## src/rtl/apm_stream.sv

```systemverilog
// apm_stream: pipelined, flow-controlled approximate pattern matcher over a symbol stream.
// Optional best-score tracking is built only when APM_BEST_TRACK_EN is defined.
module apm_stream #(
  parameter int SYM_W = 2,
  parameter int PAT_LEN = 16,
  parameter int POS_W = 16,
  localparam int CNT_W = $clog2(PAT_LEN + 1)
) (
  input  logic                     clk,
  input  logic                     reset,
  input  logic                     cfg_we,
  input  logic [SYM_W*PAT_LEN-1:0] cfg_pattern,
  input  logic [PAT_LEN-1:0]       cfg_care,
  input  logic [CNT_W-1:0]         cfg_thresh,
  input  logic                     start,
  input  logic                     in_valid,
  output logic                     in_ready,
  input  logic [SYM_W-1:0]         in_sym,
  input  logic                     in_last,
  output logic                     out_valid,
  input  logic                     out_ready,
  output logic [CNT_W-1:0]         out_score,
  output logic                     out_hit,
  output logic [POS_W-1:0]         out_pos,
  output logic [CNT_W-1:0]         best_score,
  output logic [POS_W-1:0]         best_pos,
  output logic                     done
);
  typedef enum logic [2:0] {IDLE, FILL, RUN, DRAIN, DONE} state_t;
  state_t state_q;
  logic [SYM_W*PAT_LEN-1:0] pat_q, win_q, win_d;
  logic [PAT_LEN-1:0] care_q, cmp_d, s1_cmp_q;
  logic [CNT_W-1:0] thr_q, fill_q, pop_d;
  logic [POS_W-1:0] off_q, s1_pos_q;
  logic s1_v_q, stall, acc, full_d, cfg_ok;
  assign stall = out_valid & !out_ready;
  assign in_ready = (state_q == FILL || state_q == RUN) && !stall;
  assign acc = in_valid & in_ready;
  assign full_d = state_q == RUN || fill_q == CNT_W'(PAT_LEN - 1);
  assign cfg_ok = state_q == IDLE || state_q == DONE;
  assign done = state_q == DONE;
  always_comb begin
    win_d = {in_sym, win_q[SYM_W*PAT_LEN-1:SYM_W]};
    pop_d = '0;
    for (int k = 0; k < PAT_LEN; k++) begin
      cmp_d[k] = care_q[k] & (win_d[k*SYM_W +: SYM_W] == pat_q[k*SYM_W +: SYM_W]);
      pop_d = pop_d + CNT_W'(s1_cmp_q[k]);
    end
  end
  always_ff @(posedge clk or posedge reset) begin
    if (reset) begin
      state_q <= IDLE;
      pat_q <= '0;
      care_q <= '0;
      thr_q <= '0;
      win_q <= '0;
      fill_q <= '0;
      off_q <= '0;
      s1_v_q <= 1'b0;
      s1_cmp_q <= '0;
      s1_pos_q <= '0;
      out_valid <= 1'b0;
      out_score <= '0;
      out_hit <= 1'b0;
      out_pos <= '0;
    end else begin
      if (cfg_we && cfg_ok) begin
        pat_q <= cfg_pattern;
        care_q <= cfg_care;
        thr_q <= cfg_thresh;
      end
      if (start && cfg_ok) begin
        state_q <= FILL;
        fill_q <= '0;
        off_q <= '0;
      end
      if (acc) begin
        win_q <= win_d;
        if (!full_d) fill_q <= fill_q + CNT_W'(1);
        state_q <= in_last ? DRAIN : full_d ? RUN : FILL;
      end
      if (!stall) begin
        s1_v_q <= acc & full_d;
        s1_cmp_q <= cmp_d;
        s1_pos_q <= off_q;
        if (acc && full_d && !(&off_q)) off_q <= off_q + POS_W'(1);
        out_valid <= s1_v_q;
        out_score <= pop_d;
        out_hit <= pop_d >= thr_q;
        out_pos <= s1_pos_q;
      end
      // finish as soon as the last result is leaving, so done follows its handshake by one cycle
      if (state_q == DRAIN && !s1_v_q && !stall) state_q <= DONE;
    end
  end
`ifdef APM_BEST_TRACK_EN
  logic [CNT_W-1:0] best_score_q;
  logic [POS_W-1:0] best_pos_q;
  always_ff @(posedge clk or posedge reset) begin
    if (reset) begin
      best_score_q <= '0;
      best_pos_q <= '0;
    end else if (start && cfg_ok) begin
      best_score_q <= '0;
      best_pos_q <= '0;
    end else if (out_valid && out_ready && out_score > best_score_q) begin
      best_score_q <= out_score;
      best_pos_q <= out_pos;
    end
  end
  assign best_score = best_score_q;
  assign best_pos = best_pos_q;
`else
  assign best_score = '0;
  assign best_pos = '0;
`endif
endmodule

```

## config.mk

```make
export PLATFORM = sky130hd
export DESIGN_NAME = apm_stream
export DESIGN_NICKNAME = d
export VERILOG_FILES = /design/src/rtl/apm_stream.sv
export SDC_FILE = /design/constraint.sdc
export NUM_CORES = 1
export LEC_CHECK = 0
export ABC_AREA = 1
export BUFFER_PORTS_ARGS = -buffer_cell sky130_fd_sc_hd__buf_4
export CORE_MARGIN = 1.5
export CORE_UTILIZATION = 55
export DETAILED_ROUTE_END_ITERATION = 8
export PLACE_DENSITY = 0.88
export SLEW_MARGIN = 20
export SYNTH_ARGS = -nofsm -noshare
export SYNTH_HDL_FRONTEND = slang
export SYNTH_SLANG_ARGS = --single-unit
```

## constraint.sdc

```tcl
create_clock -name clk -period 8.4 [get_ports clk]
set_clock_uncertainty 0.2 [all_clocks]
set_input_delay 0.42 -clock clk [delete_from_list [all_inputs] [get_ports clk]]
set_output_delay 0.42 -clock clk [all_outputs]
set_load 0.05 [all_outputs]
```

# [Word level (Yosys, flattened, before mapping)]
# Index checks and enable logic that the tools add are counted.
[word_totals] regBits=165 in_bits=62 out_inout_bits=46 elab_cells=100
[op_classes] addsub=17 n_lt_le_gt_ge=1 n_eq_ne=21 muxes=11 bitwise_logic=19 n_reduce_logical=17
[op_table] cell="adder 5 x 1 -> 5 bit" n=11
[op_table] cell="2-to-1 mux 16 bit" n=3
[op_table] cell="equality test 2 bit" n=16
[op_table] cell="AND 1 bit" n=19
[op_table] cell="adder 16 x 1 -> 16 bit, second input constant" n=1
[op_table] cell="AND reduction 16 bit" n=1
[op_table] cell="2-to-1 mux 5 bit" n=3
[op_table] cell="2-to-1 mux 3 bit" n=3
[op_table] cell="logical AND 1 bit" n=7
[op_table] cell="equality test 3 x 2 -> 1 bit, second input constant" n=2
[op_table] cell="adder 4 x 1 -> 5 bit" n=1
[op_table] cell="adder 5 x 1 -> 5 bit, second input constant" n=1
[op_table] cell="equality test 5 x 4 -> 1 bit, second input constant" n=1
[op_table] cell="greater-or-equal comparator 5 bit" n=1
[op_table] cell="adder 3 x 1 -> 4 bit" n=1
[op_table] cell="logical NOT 1 bit" n=4
[op_table] cell="2-to-1 mux 2 bit" n=2
[op_table] cell="adder 2 x 1 -> 3 bit" n=1
[op_table] cell="equality test 3 x 1 -> 1 bit, second input constant" n=1
[op_table] cell="equality test 3 bit, second input constant" n=1
[op_table] cell="logical NOT 3 bit" n=1
[op_table] cell="logical OR 1 bit" n=3
[op_table] cell="nonzero test 3 bit" n=1
[op_table] cell="adder 1 x 1 -> 2 bit" n=1

# [Longest topological paths before layout]
[depth] word_depth=16 mapped_depth=17 depth_no_buf=17

# [Worst setup path after synthesis]
# Ideal clock, no wire load.
[synth_timing] path_kind="register -> register" startpoint="register s1_cmp_q[0]" endpoint="register out_hit" setup_time_ns=0.118 t_arrival_ns=3.862 required_time_ns=8.082 setup_slack_ns=4.221 path_stages_with_launch=17 path_buffers=0 period_less_slack_ns=4.179 path_cell_list="dfrtp_1 > fa_1 > inv_1 > fa_1 > fa_1 > fa_1 > inv_1 > ha_1 > fa_1 > xor2_1 > ha_1 > nand2_1 > inv_1 > o21ai_0 > nand4_1 > nand2_1 > nand2_1"
[synth_between] elab_chain_cells=16
[synth_rtl] item="start: declaration" line_no="32" source="logic [PAT_LEN-1:0] care_q, cmp_d, s1_cmp_q;"
[synth_rtl] item="start signal: assignment" line_no="84" source="s1_cmp_q <= cmp_d;"
[synth_rtl] item="adder 1 x 1 -> 2 bit" line_no="47" source="pop_d = pop_d + CNT_W'(s1_cmp_q[k]);"
[synth_rtl] item="adder 2 x 1 -> 3 bit" line_no="47"
[synth_rtl] item="adder 3 x 1 -> 4 bit" line_no="47"
[synth_rtl] item="adder 4 x 1 -> 5 bit" line_no="47"
[synth_rtl] item="adder 5 x 1 -> 5 bit (11 in series)" line_no="47"
[synth_rtl] item="named net pop_d[2]" line_no="33" source="logic [CNT_W-1:0] thr_q, fill_q, pop_d;"
[synth_rtl] item="greater-or-equal comparator 5 bit" line_no="89" source="out_hit <= pop_d >= thr_q;"
[synth_rtl] item="end signal: assignment" line_no="89"
[synth_rtl] item="end: declaration" line_no="23" source="output logic out_hit,"
# The timed path passes the listed nets, and every way through them passes these cells.
# A chain may end at the register's enable or synchronous reset.

# [Final worst setup path]
# Same ends and word-level chain as after synthesis.

==> run_results.csv <==
group,metric,value,unit
run_status,outcome,"finished, final reports clean",
drt,drt_wl_total,15270,microns
hold_path,min_to,"care_q[13]$_DFFE_PP0P_",
pwr,vdd_ir_drop_max,0.1303,mV
final_layout,fin_cells,1092,
timing,min_period,4.471,ns
final_layout,final_util,65.34,%
critical_path,critical_path.most_common_cell,"fa_1",
critical_path,r2r-start,"s1_cmp_q[0]$_DFFE_PP0N_",
final_layout,nFillCells,1005,
placed_design,dp.final_hpwl,10270,microns
global_route,grt_pass1_vias,5489,
critical_path,worst_path_max_delay_cell,"fa_1",
final_layout,area_growth,15.60,%
placed_design,dp_cells,1058,
flow_run,maxCapViolations,0,
drt,dr.first_iter.drc_count,374,
final_layout,antenna-diode-count,0,
timing,worstMarginPinSlew,0.9766,ns
clocking,clockBufferDepth,2,
timing,final-hold-violation-count,0,
floorplanning,fp.dieH,122.4,microns
synthesis,synth_cells,817,
floorplanning,die_area,14990,sq um
hold_path,hold_class,"in -> reg",
floorplanning,initial_utilization,56.53,%
placed_design,globalplace.congestion,0.8851,
synthesis,yosysSeqAreaShare,51.99,%
hold_path,min_from,"cfg_care[13]",
clocking,insertion_delay,0.43,ns
critical_path,r2r_setup_slack,3.93,ns
timing,finalSetupTns,0,ns
clocking,cts_made_buffers,17,
pwr,cellPowerDensity,171.0,nW/um^2
floorplanning,fp.coreArea,13880,sq um
synthesis,ys_warn_count,0,
critical_path,cp.required,8.52,ns
synthesis,synth_cell_types,29,
clocking,clkSinkCount,163,
hold_path,whs_path_depth,2,
timing,rsz0062_at_grt,"false",
critical_path,startpoint,"s1_cmp_q[0]$_DFFE_PP0N_",
critical_path,critPathArrivalTime,4.59,ns
final_layout,multi_input_area,3248,sq um
synthesis,netlist_area,7846,sq um
timing,whs,0.01523,ns
timing,setup_viol,0,
drt,route.detailed.drc,0,
synthesis,ys_seq_elements,163,
drt,dr.pass1.iters,5,
drt,via_per_inst,5.138,
synthesis,syn_avg_cell_area,9.604,sq um
floorplanning,pin_count,108,
critical_path,crit_path_end_kind,"flop",
placed_design,port_buffers,86,
critical_path,r2r_end,"out_hit$_DFFE_PP0N_",
final_layout,drive_gt1_share,23.68,%
drt,ant_nets,0,
timing,fin_crit_sh,53.22,%
global_route,grt_usage,22.43,%
clocking,cts_max_level,4,
critical_path,critPathMaxStageDelay,0.55,ns
critical_path,crit_chain,"fa_1 -> inv_1 -> fa_1 -> fa_1 -> fa_1 -> inv_1 -> ha_1 -> fa_1 -> xor2_1 -> ha_1 -> nand2_1 -> inv_1 -> o21ai_0 -> nand4_1 -> nand2_1 -> nand2_1",
critical_path,critPathMaxFanout,3,
global_route,grt_overflow,0,
final_layout,nets,984,
clocking,root_buffer,"clkbuf_16",
critical_path,start_kind,"flop",
clocking,cts_tree,"built",
drt,num_vias,5611,
floorplanning,rows,43,
final_layout,regArea,4079,sq um
global_route,grt_max_degree,85,
timing,slew_violations,0,
clocking,path_clk_slew,0.07,ns
clocking,cts_resized,0,
critical_path,reg2regPathDepth,16,
pwr,leakagePower,5.071,nW
timing,relSlewSlack,34.89,%
drt,routedWlPerCell,13.99,microns
critical_path,critPathKind,"reg -> reg",
floorplanning,fp.dieW,122.4,microns
timing,max_freq,223.7,MHz
global_route,grt_pass1_wl,26090,microns
global_route,antenna_found_initial,0,
[synth_stat cells (all sizes together)]
library cell	number	share of area [%]
clkbuf	11	0.53
nor2	47	2.8
a21oi	6	0.38
nand4	12	0.96
xnor2	18	2.0
inv	74	3.5
conb	1	0.048
buf	38	3.6
nand2	260	14
dfrtp	163	52
a31oi	1	0.080
fa	10	2.6
o21ai	58	3.7
o31ai	4	0.38
mux2	49	7.0
xor2	25	2.8
nand3	27	1.9
ha	13	2.1
[per-stage QoR]
step / area (sq um) / worst slack (ns) / power, W
3_3_place_gp: 8511 / 4.117 / 0.0008595
3_5_place_dp: 8511 / 3.957 / 0.0008602
5_1_grt: 9070 / 3.706 / 0.001606
4_1_cts: 9070 / 3.943 / 0.001560
2_1_floorplan: 7921 / 3.375 / 0.0008399
6_report: 9070 / 3.929 / 0.001551
[area by class of cell]
class / count / share of cell area, %
sequential: 163 / 44.97
multi-input combinational: 551 / 35.81
timing repair buffer: 92 / 7.670
clock buffer: 22 / 5.118
inverter: 74 / 3.118
tap: 180 / 2.483
clock inverter: 10 / 0.8277
[cell usage in the layout, fill, tap and decap left out, types with 4 or more instances in the layout]
master / count
a21oi_1: 6
buf_4: 90
clkbuf_16: 17
clkinv_4: 4
conb_1: 21
dfrtp_1: 163
fa_1: 10
ha_1: 13
inv_1: 67
inv_2: 6
mux2_2: 49
nand2_1: 231
nand2_2: 25
nand2_4: 4
nand3_1: 24
nand4_1: 12
nor2_1: 38
nor2_2: 5
o21ai_0: 58
o31ai_1: 4
xnor2_1: 18
xor2_1: 25
[worst max-delay path, delay by kind of cell, from the launching register on]
family,cells,cell delay [ns]
buffers and inverters,3,0.14
adder cells (fa/ha/maj),7,2.95
flip-flops,1,0.40
XOR/XNOR,1,0.22
AND/OR/NAND/NOR,4,0.31
AO/OA/AOI/OAI,1,0.15
[report_power, final]
part	internal, W	switching [W]
Sequential	0.000785	0.000000000000000000724
Clock	0.000395	0.000311
Combinational	0.0000193	0.0000406
Total	0.00120	0.000351
[worst max path at each step]
stage | to
after global routing | out_hit$_DFFE_PP0N_
final | out_hit$_DFFE_PP0N_
after floorplan | care_q[0]$_DFFE_PP0P_
after detailed placement | out_hit$_DFFE_PP0N_
after CTS | out_hit$_DFFE_PP0N_
after global placement | out_hit$_DFFE_PP0N_
[flip-flops by register name, summed over array words and instances (netlist names), 16 cells and up]
register  count
s1_cmp_q     16
win_q        30
off_q        16
s1_pos_q     16
pat_q        32
care_q       16
out_pos      16
[routing by layer]
metal	vias to the layer above	wire length, microns	GRT usage [%]	share of wire, %
met5	-	0	0	0
met2	166	7253	35.41	47
met4	0	336	9.084	2.2
met1	2708	6841	30.16	45
li1	2706	-	-	-
met3	31	843	5.158	5.5
[repair_timing]
item / in CTS / in global routing
hold buffers: 2 / 0
buffers inserted: 0 / 0
endpoints found under the hold margin: 84 / 0
[logic make-up after synthesis]
group	share of synthesized area, %
fa+ha+maj	4.624
compound gates	4.545
mux	7.032
simple gates	19.26
other cells	0.04779
xor+xnor	4.800
buf+inv	7.702
flops	51.99
(Power assumes the default switching activity.)
